===== src/rtl/et_err_pkg.sv =====
// Shared constants, FSM state type and the fixed test pattern for the ET-crate error serialiser.
package et_err_pkg;

    localparam int LENGTH_ET_TLK_ERR = 232;
    localparam int LENGTH_ET_DC_ERR  = 232;
    localparam int HDR_W             = 3;
    localparam int PAY_W = (LENGTH_ET_TLK_ERR > LENGTH_ET_DC_ERR) ? LENGTH_ET_TLK_ERR
                                                                  : LENGTH_ET_DC_ERR;

    localparam logic [HDR_W-1:0] HDR_TLK = 3'b100;
    localparam logic [HDR_W-1:0] HDR_DC  = 3'b101;

    typedef enum logic [3:0] {
        IDLE,
        GAP0,
        TLK_HDR,
        TLK_DATA,
        GAP1,
        DC_HDR,
        DC_DATA,
        GAP2,
        DONE
    } state_e;

    // One marker at the end of each 21-bit link group: bits 20, 41, ..., 230.
    function automatic logic [PAY_W-1:0] gen_testpat();
        logic [PAY_W-1:0] p;
        p = '0;
        for (int k = 0; k < PAY_W; k++) begin
            p[k] = (k % 21 == 20);
        end
        return p;
    endfunction

    localparam logic [PAY_W-1:0] TESTPAT = gen_testpat();

endpackage


===== src/rtl/et_tx_err_encoder_if.sv =====
// Status/handshake bundle between the spill controller and the error serialiser.
// in_testpat exists only when ET_TX_ERR_TESTPAT_EN is defined.
interface et_tx_err_encoder_if;
    import et_err_pkg::*;

    logic                         in_live;
    logic                         in_start;
    logic [LENGTH_ET_TLK_ERR-1:0] in_tlk_err;
    logic [LENGTH_ET_DC_ERR-1:0]  in_dc_err;
`ifdef ET_TX_ERR_TESTPAT_EN
    logic                         in_testpat;
`endif
    logic                         out_err;
    logic                         out_busy;
    logic                         out_done;

    modport master (
        output in_live, in_start, in_tlk_err, in_dc_err,
`ifdef ET_TX_ERR_TESTPAT_EN
        output in_testpat,
`endif
        input  out_err, out_busy, out_done
    );

    modport slave (
        input  in_live, in_start, in_tlk_err, in_dc_err,
`ifdef ET_TX_ERR_TESTPAT_EN
        input  in_testpat,
`endif
        output out_err, out_busy, out_done
    );

endinterface


===== src/rtl/et_err_frame_ser.sv =====
// Header+payload shift register: header bit2 first, then payload bit0 upward.
// A sentinel one above the payload flags the final bit without a counter.
module et_err_frame_ser
    import et_err_pkg::*;
#(
    parameter int PW = PAY_W
) (
    input  logic             clk,
    input  logic             rst,
    input  logic             load,
    input  logic             shift,
    input  logic [HDR_W-1:0] header,
    input  logic [PW-1:0]    payload,
    output logic             bit_out,
    output logic             last
);

    localparam int SW = HDR_W + PW + 1;

    logic [SW-1:0] sh;

    // NOTE: sequential state uses non-blocking assignments so every flop samples pre-edge values.
    always_ff @(posedge clk) begin
        if (rst) begin
            sh <= '0;
        end else if (load) begin
            sh <= {1'b1, payload, header[0], header[1], header[2]};
        end else if (shift) begin
            sh <= {1'b0, sh[SW-1:1]};
        end
    end

    assign bit_out = sh[0];
    assign last    = (sh[SW-1:1] == (SW-1)'(1));

endmodule


===== src/rtl/et_tx_err_encoder.sv =====
// ET-crate per-spill error serialiser: gap, TLK frame, gap, DC frame, gap, done pulse.
// Optional feature macro: ET_TX_ERR_TESTPAT_EN (adds in_testpat to load a fixed pattern).
module et_tx_err_encoder
    import et_err_pkg::*;
#(
    parameter int GAP_CYCLES = 4
) (
    input logic                clk,
    input logic                rst,
    et_tx_err_encoder_if.slave bus
);

    localparam logic [7:0] GAP_LAST = 8'(GAP_CYCLES - 1);
    localparam logic [7:0] HDR_LAST = 8'(HDR_W - 1);
    localparam logic [7:0] TLK_LAST = 8'(LENGTH_ET_TLK_ERR - 1);
    localparam logic [7:0] DC_LAST  = 8'(LENGTH_ET_DC_ERR - 1);

    state_e                       state, state_next;
    logic [7:0]                   cnt, cnt_next;
    logic [LENGTH_ET_TLK_ERR-1:0] tlk_snap;
    logic [LENGTH_ET_DC_ERR-1:0]  dc_snap;
    logic                         capture;
    logic                         use_pat;
    logic                         ser_load, ser_shift;
    logic [HDR_W-1:0]             ser_hdr;
    logic [PAY_W-1:0]             ser_pay;
    logic                         ser_bit, ser_last;
    logic                         tx_phase;

`ifdef ET_TX_ERR_TESTPAT_EN
    assign use_pat = bus.in_testpat;
`else
    assign use_pat = 1'b0;
`endif

    always_ff @(posedge clk) begin
        if (rst) begin
            state <= IDLE;
            cnt   <= '0;
        end else begin
            state <= state_next;
            cnt   <= cnt_next;
        end
    end

    // NOTE: every output of this block gets a default first, so no path can infer a latch.
    always_comb begin
        state_next = state;
        capture    = 1'b0;
        ser_load   = 1'b0;
        ser_shift  = 1'b0;
        ser_hdr    = HDR_TLK;
        ser_pay    = PAY_W'(tlk_snap);

        unique case (state)
            IDLE: begin
                if (bus.in_start && bus.in_live) begin
                    state_next = GAP0;
                    capture    = 1'b1;
                end
            end
            GAP0: begin
                if (cnt == GAP_LAST) begin
                    state_next = TLK_HDR;
                    ser_load   = 1'b1;
                end
            end
            TLK_HDR: begin
                ser_shift = 1'b1;
                if (cnt == HDR_LAST) state_next = TLK_DATA;
            end
            TLK_DATA: begin
                ser_shift = 1'b1;
                if (cnt == TLK_LAST) state_next = GAP1;
            end
            GAP1: begin
                ser_hdr = HDR_DC;
                ser_pay = PAY_W'(dc_snap);
                if (cnt == GAP_LAST) begin
                    state_next = DC_HDR;
                    ser_load   = 1'b1;
                end
            end
            DC_HDR: begin
                ser_shift = 1'b1;
                if (cnt == HDR_LAST) state_next = DC_DATA;
            end
            DC_DATA: begin
                ser_shift = 1'b1;
                if (cnt == DC_LAST) state_next = GAP2;
            end
            GAP2: begin
                if (cnt == GAP_LAST) state_next = DONE;
            end
            DONE:    state_next = IDLE;
            default: state_next = IDLE;
        endcase

        // Losing the link abandons the spill outright; nothing is resumed later.
        if (state != IDLE && !bus.in_live) begin
            state_next = IDLE;
            ser_load   = 1'b0;
            ser_shift  = 1'b0;
        end

        cnt_next = (state_next != state || state == IDLE) ? 8'd0 : cnt + 8'd1;
    end

    // NOTE: the wide snapshots are plain registers, so clearing them on reset is cheap and keeps state defined.
    always_ff @(posedge clk) begin
        if (rst) begin
            tlk_snap <= '0;
            dc_snap  <= '0;
        end else if (capture) begin
            tlk_snap <= use_pat ? TESTPAT[LENGTH_ET_TLK_ERR-1:0] : bus.in_tlk_err;
            dc_snap  <= use_pat ? TESTPAT[LENGTH_ET_DC_ERR-1:0]  : bus.in_dc_err;
        end
    end

    et_err_frame_ser #(.PW(PAY_W)) u_ser (
        .clk     (clk),
        .rst     (rst),
        .load    (ser_load),
        .shift   (ser_shift),
        .header  (ser_hdr),
        .payload (ser_pay),
        .bit_out (ser_bit),
        .last    (ser_last)
    );

    // The bit counter and the serialiser sentinel must agree on the final payload bit.
    always_ff @(posedge clk) begin
        if (!rst && ((state == TLK_DATA && cnt == TLK_LAST) ||
                     (state == DC_DATA  && cnt == DC_LAST))) begin
            assert (ser_last);
        end
    end

    assign tx_phase     = (state == TLK_HDR) || (state == TLK_DATA) ||
                          (state == DC_HDR)  || (state == DC_DATA);
    assign bus.out_err  = tx_phase & ser_bit;
    assign bus.out_busy = (state != IDLE) && (state != DONE);
    assign bus.out_done = (state == DONE);

endmodule


===== src/flat_wrapper.sv =====
// flat-port wrapper written by rule: the top's interface ports become plain ports
module et_tx_err_encoder_flat import et_err_pkg::*;
#(
    parameter int GAP_CYCLES = 4
)
  (clk, rst, bus_in_live, bus_in_start, bus_in_tlk_err, bus_in_dc_err, bus_out_err, bus_out_busy, bus_out_done);
  et_tx_err_encoder_if bus_i ();
  input logic clk;
  input logic rst;
  input wire logic [$bits(bus_i.in_live)-1:0] bus_in_live;
  input wire logic [$bits(bus_i.in_start)-1:0] bus_in_start;
  input wire logic [$bits(bus_i.in_tlk_err)-1:0] bus_in_tlk_err;
  input wire logic [$bits(bus_i.in_dc_err)-1:0] bus_in_dc_err;
  output wire logic [$bits(bus_i.out_err)-1:0] bus_out_err;
  output wire logic [$bits(bus_i.out_busy)-1:0] bus_out_busy;
  output wire logic [$bits(bus_i.out_done)-1:0] bus_out_done;
  assign bus_i.in_live = bus_in_live;
  assign bus_i.in_start = bus_in_start;
  assign bus_i.in_tlk_err = bus_in_tlk_err;
  assign bus_i.in_dc_err = bus_in_dc_err;
  assign bus_out_err = bus_i.out_err;
  assign bus_out_busy = bus_i.out_busy;
  assign bus_out_done = bus_i.out_done;
  et_tx_err_encoder #(.GAP_CYCLES(GAP_CYCLES)) u_core (.clk(clk), .rst(rst), .bus(bus_i));
endmodule

===== config.mk =====
export PLATFORM = sky130hd
export DESIGN_NAME = et_tx_err_encoder_flat
export DESIGN_NICKNAME = d
export VERILOG_FILES = /design/src/rtl/et_err_pkg.sv /design/src/rtl/et_tx_err_encoder_if.sv /design/src/rtl/et_err_frame_ser.sv /design/src/rtl/et_tx_err_encoder.sv /design/src/flat_wrapper.sv
export SDC_FILE = /design/constraint.sdc
export NUM_CORES = 2
export LEC_CHECK = 0
export ABC_AREA = 1
export CAP_MARGIN = 20
export CORE_UTILIZATION = 54
export CTS_CLUSTER_DIAMETER = 150
export DETAILED_ROUTE_END_ITERATION = 12
export PLACE_DENSITY = 0.9
export REMOVE_ABC_BUFFERS = 1
export SKIP_LAST_GASP = 1
export SYNTH_ARGS = -nofsm -noshare
export SYNTH_HDL_FRONTEND = slang
export SYNTH_HIERARCHICAL = 1
export SYNTH_SLANG_ARGS = --single-unit

===== constraint.sdc =====
create_clock -name clk -period 2.55 [get_ports clk]
set_input_delay 0.51 -clock clk [delete_from_list [all_inputs] [get_ports clk]]
set_output_delay 0.51 -clock clk [all_outputs]
set_load 0.02 [all_outputs]

-- Word-level counts from Yosys, hierarchy flattened
Index checks and enable logic that the tools add are counted.
- register bits after elaboration: 712
- bits of input ports: 468
- word-level logic and storage cells: 55
- add/sub/neg operators: 1
- equal/unequal tests: 13
- muxes and demuxes: 21
- bitwise logic cells: 1
- reduce and logical (&&, ||, !) cells: 14
- operators by type and width (kind ; number):
    2-to-1 mux 236 bit ; 2
    2-to-1 mux 232 bit ; 1
    2-to-1 mux 4 bit ; 9
    one-hot mux 4 bit (8 select lines) ; 1
    equality test 4 x 3 -> 1 bit (second input constant) ; 4
    equality test 8 x 2 -> 1 bit (second input constant) ; 2
    adder 8 x 1 -> 8 bit (second input constant) ; 1
    equality test 4 x 2 -> 1 bit (second input constant) ; 2
    equality test 8 bit (second input constant) ; 1
    2-to-1 mux 1 bit ; 8
    equality test 4 x 1 -> 1 bit (second input constant) ; 1
    equality test 4 bit (second input constant) ; 1
    logical NOT 4 bit ; 1
    logical OR 1 bit ; 4
    inequality test 4 bit ; 1
    inequality test 4 bit (second input constant) ; 1
    nonzero test 4 bit ; 1
    OR reduction 2 bit ; 2
    OR reduction 4 bit ; 1
    logical AND 1 bit ; 3
    nonzero test 2 bit ; 1
    bitwise AND 1 bit ; 1
    logical NOT 1 bit ; 1

-- Depth between registers and ports, before layout
- depth after elaboration: 7
- gate-level depth with buffers: 15
- depth with buffers taken out: 14

-- Hierarchy
Netlist, hierarchy kept.
- by module, submodules not included (module ; instances ; cells an instance ; area an instance (um^2) ; sequential area each (um^2)):
    et_tx_err_encoder ; 1 ; 2662 ; 19472.4 ; 9529.1
    et_err_frame_ser ; 1 ; 1497 ; 10468.8 ; 4724.5

-- Worst setup path after synthesis
OpenSTA, ideal clock, no wires.
- path type: reg-to-reg
- from: register u_core.state[0]
- to: register u_core.u_ser.sh[217]
- setup time: 0.132 ns
- arrival time: 1.838 ns
- data required time: 2.418 ns
- slack: 0.580 ns
- stages on the path, launching flop included: 13
- clock period less this slack: 1.970 ns
- path through: dfxtp_1 > nor2_2 > inv_2 > nor2_4 > buf_2 > o211a_1 > inv_2 > nand2_1 > inv_2 > buf_2 > buf_2 > a22oi_1 > a21oi_1
- longest elaborated chain between the ends: 5
- elaborated cells on any way between the ends: 17
- those cells by class: eq/ne (6); mux (6); reduce/logical (5)
- ends and longest elaborated chain (what ; line ; RTL):
    from (decl) ; et_tx_err_encoder.sv:18 ; state_e state, state_next;
    from (signal assigned) ; et_tx_err_encoder.sv:41 ; state <= state_next;
    equality test 4 x 1 -> 1 bit / equality test 4 x 3 -> 1 bit (equally long branches) ; et_tx_err_encoder.sv:55 ; unique case (state)
    OR reduction 2 bit (no source line) ; n/a ;
    2-to-1 mux 1 bit ; n/a ;
    2-to-1 mux 1 bit * ; et_tx_err_encoder.sv:100 ; if (state != IDLE && !bus.in_live) begin
    named net u_core.ser_load ; et_tx_err_encoder.sv:24 ; logic ser_load, ser_shift;
    2-to-1 mux 236 bit / nonzero test 2 bit (equally long branches) ; n/a ;
    to (signal assigned) ; et_err_frame_ser.sv:27 ; sh <= {1'b1, payload, header[0], header[1], header[2]};
    to (signal assigned) ; et_err_frame_ser.sv:29 ; sh <= {1'b0, sh[SW-1:1]};
    to (decl) ; et_err_frame_ser.sv:20 ; logic [SW-1:0] sh;
The timed path passes the listed nets; every way through them passes the cells marked *.
A chain may end at the register's enable or synchronous reset.

-- Worst setup path after layout
- from: register u_core.state[0]
- to: output port bus_out_done
- longest elaborated chain between the ends: 1
- ends and longest elaborated chain (what ; line ; RTL):
    equality test 4 bit ; et_tx_err_encoder.sv:143 ; assign bus.out_done = (state == DONE);
    to (decl) ; flat_wrapper.sv:16 ; output wire logic [$bits(bus_i.out_done)-1:0] bus_out_done;
No other way between the ends.

==> results_tabular.tex <==
\begin{tabular}{lr}
\hline
Metric & Value \\
\hline
\multicolumn{2}{l}{\textbf{Outcome}} \\
Outcome & complete, no violations \\
\multicolumn{2}{l}{\textbf{Global route}} \\
Gr usage total & 0.280 \\
Congestion Overflow GR & 0 \\
Met3 Track Usage GR & 0.0441 \\
Largest net degree at the start of global routing & 165 \\
Met2 usage in global routing & 0.471 \\
Global-route wire length before repair & 125 mm \\
Number of antenna violations at the first check in global routing & 1 \\
Global routing usage on met1 & 0.358 \\
Most utilized layer in the global route result & met2 \\
Number of global-route vias before repair & 25500 \\
\multicolumn{2}{l}{\textbf{Cells and area}} \\
Antenna diode instance count & 0 \\
Share of post-route cells with drive strength above 1 & 0.0634 \\
Synth-to-layout area growth & 27.7\% \\
Final \#Nets & 4711 \\
Fillers & 3825 \\
\multicolumn{2}{l}{\textbf{Timing}} \\
Setup violations, final & 0 \\
Slew at the pin closest to its max-slew limit & 0.708 ns \\
Maximum frequency from static timing analysis & 0.423 GHz \\
Unrepaired setup endpoints after global routing & false \\
Shortest period the worst path allows & 2.36 ns \\
Max Clock Skew & 0.0215 ns \\
Final count of pins violating max slew & 0 \\
Max transition margin & 0.528 \\
Final clock period utilization by the worst path & 0.926 \\
Worst Hold Slack & 0.248 ns \\
Hold Violations, Final & 0 \\
\multicolumn{2}{l}{\textbf{Logic synthesis}} \\
Synthesis Warnings & 6 \\
Synthesized instance count & 3887 \\
Synth Area per Inst & 7.43 sq um \\
Post-synth design cell area & 28900 sq um \\
\multicolumn{2}{l}{\textbf{Worst setup path}} \\
Worst setup path end & bus\_out\_done \\
Reg-to-reg startpoint & u\_core/cnt[0] \\
Path depth of the worst reg2reg path & 10 \\
Cells traversed along the worst timing path & nor2\_4 > nand2\_2 > nor2\_1 > buf\_4 > dlygate4sd2\_1 \\
Critical path depth & 5 \\
Startpoint of the most critical setup path & u\_core/state[0] \\
Data arrival time of the critical path & 1.85 ns \\
CP startpoint kind & flop \\
Reg-to-Reg End & u\_core/u\_ser/sh[158] \\
Worst reg2reg setup slack & 0.29 ns \\
Endpoint required time on the critical path & 2.04 ns \\
Delay of the slowest cell on the worst path & 0.36 ns \\
Worst Path Max Fanout & 6 \\
Combined buffer and inverter count along the critical path & 2 \\
Cell class contributing the biggest share of worst-path delay & buffers and inverters \\
Kind of capture point of the worst setup path & primary output \\
WS Path Type & reg2out \\
CP max-delay cell & dfxtp\_2 \\
\multicolumn{2}{l}{\textbf{CTS}} \\
Worst-path clk slew & 0.06 ns \\
Clock Latency Late Sink & 0.60 ns \\
Total CTS buffers & 72 \\
Clock tree from TritonCTS & yes \\
Hold-fix buffers, CTS & 0 \\
Maximum buffer depth of the clock tree & 3 \\
Post-CTS Repair Setup Buffers & 0 \\
Sink Count & 712 \\
Number of H-tree levels & 3 \\
Library cell used as clock root buffer & clkbuf\_16 \\
\multicolumn{2}{l}{\textbf{Placement}} \\
IO Port Bufs & 470 \\
HPWL after detailed placement & 52.2 mm \\
Final Wtd Congestion & 0.842 \\
\multicolumn{2}{l}{\textbf{Pwr}} \\
Overall power & 24900 uW \\
Peak VDD IR & 0.448 mV \\
Cell leakage power & 0.0130 uW \\
Power per standard cell area & 675 nW/um\^{}2 \\
\multicolumn{2}{l}{\textbf{Floorplanning}} \\
Top-level I/O count & 471 \\
Die span in y & 233 um \\
Initial cell density of the core & 0.548 \\
Die Area & 54400 sq um \\
Number of placement rows & 84 \\
Floorplan die width & 233 um \\
Core Footprint & 52700 sq um \\
\multicolumn{2}{l}{\textbf{Drt}} \\
Pre-antenna DRT Iters & 6 \\
Iteration-0 DRC count of the detailed router & 2561 \\
Routed wire length per instance & 15.9 um \\
Aggregate routed wire length & 79.4 mm \\
Via Count & 27600 \\
Avg Vias per Cell & 5.54 \\
\# DRC & 0 \\
Antenna Violating Nets Remaining & 0 \\
\multicolumn{2}{l}{\textbf{Min path}} \\
Min-delay worst type & in2reg \\
\multicolumn{2}{l}{\textbf{Job}} \\
Reported max-cap violation count & 0 \\
\hline
\end{tabular}
worst reg2reg max path, stage by stage, from the launching register on:
cell     delay (ns)
dfxtp_1        0.39
ha_1           0.25
nand2_1        0.14
nor2_4         0.18
o211a_4        0.27
inv_2          0.07
nand2_1        0.15
inv_6          0.11
buf_12         0.19
a22oi_1        0.25
a21oi_1        0.11
registers in the layout, summed over array words and instances, names as in the netlist:
name / count
u_core/dc_snap: 232
u_core/cnt: 8
u_core/state: 4
u_core/u_ser/sh: 236
u_core/tlk_snap: 232
worst min path at each step:
| stage | slack (ns) | cells past startpoint | endpoint | from |
|---|---|---|---|---|
| detailed placement | 0.43 | 2 | u_core/dc_snap[138] | u_core/dc_snap[138] |
| finish | 0.25 | 2 | u_core/u_ser/sh[133] | rst |
| global route | 0.24 | 2 | u_core/u_ser/sh[225] | rst |
| CTS | 0.21 | 2 | u_core/u_ser/sh[97] | rst |
| floorplan | 0.43 | 2 | u_core/dc_snap[0] | u_core/dc_snap[0] |
| global placement | 0.43 | 2 | u_core/dc_snap[138] | u_core/dc_snap[138] |
final cells by class:
class | instances | area, sq um | area share
Tap cell | 688 | 861 | 0.0233
Timing Repair Buffer | 596 | 6070 | 0.165
Inverter | 488 | 1840 | 0.0500
Multi-Input combinational cell | 2371 | 11400 | 0.310
Clock buffer | 108 | 2190 | 0.0594
Sequential cell | 712 | 14300 | 0.387
Clock inverter | 16 | 233 | 0.00631
report_power, final:
part           leakage, uW  internal (uW)  switching (uW)
sequential         0.00582          11600             204
clock              0.00119           6440            4360
combinational      0.00597           1130            1130
total               0.0130          19200            5690
metrics by stage:
step / instances / utilization / instance area, sq um / worst slack (ns) / TNS, ns
finish: 4979 / 0.700 / 36900 / 0.188 / 0
detailed placement: 4855 / 0.654 / 34400 / -0.00375 / -0.00595
global placement: 4855 / 0.654 / 34400 / 0.0345 / 0
global route: 4979 / 0.700 / 36900 / 0.0541 / 0
CTS: 4979 / 0.700 / 36900 / 0.00980 / 0
floorplan: 3571 / - / 27500 / -18.53 / -
routing by layer:
layer | routed length [um] | vias to the layer above
met4 | 2790 | 2
met1 | 32500 | 12700
met3 | 6210 | 186
li1 | - | 13500
met5 | 13 | -
met2 | 37900 | 1134
repair_timing:
item | in CTS | in global routing
setup endpoints to repair | 3 | 1
pin swaps | 0 | 0
cloned | 0 | 0
resized for setup | 5 | 3
layout by cell type (no fill, tap or decap), types with 12 or more instances in the layout:
cell type	count
nand2_1	745
dfxtp_1	710
o21ai_0	699
a21oi_1	542
inv_1	479
clkdlybuf4s50_1	467
a31oi_1	157
buf_4	92
nand3_1	87
clkbuf_16	76
a22oi_1	75
buf_12	34
nor2_1	22
clkbuf_8	17
clkbuf_1	15
nor2_2	12
Note: power is estimated with default switching activity, not from simulation.
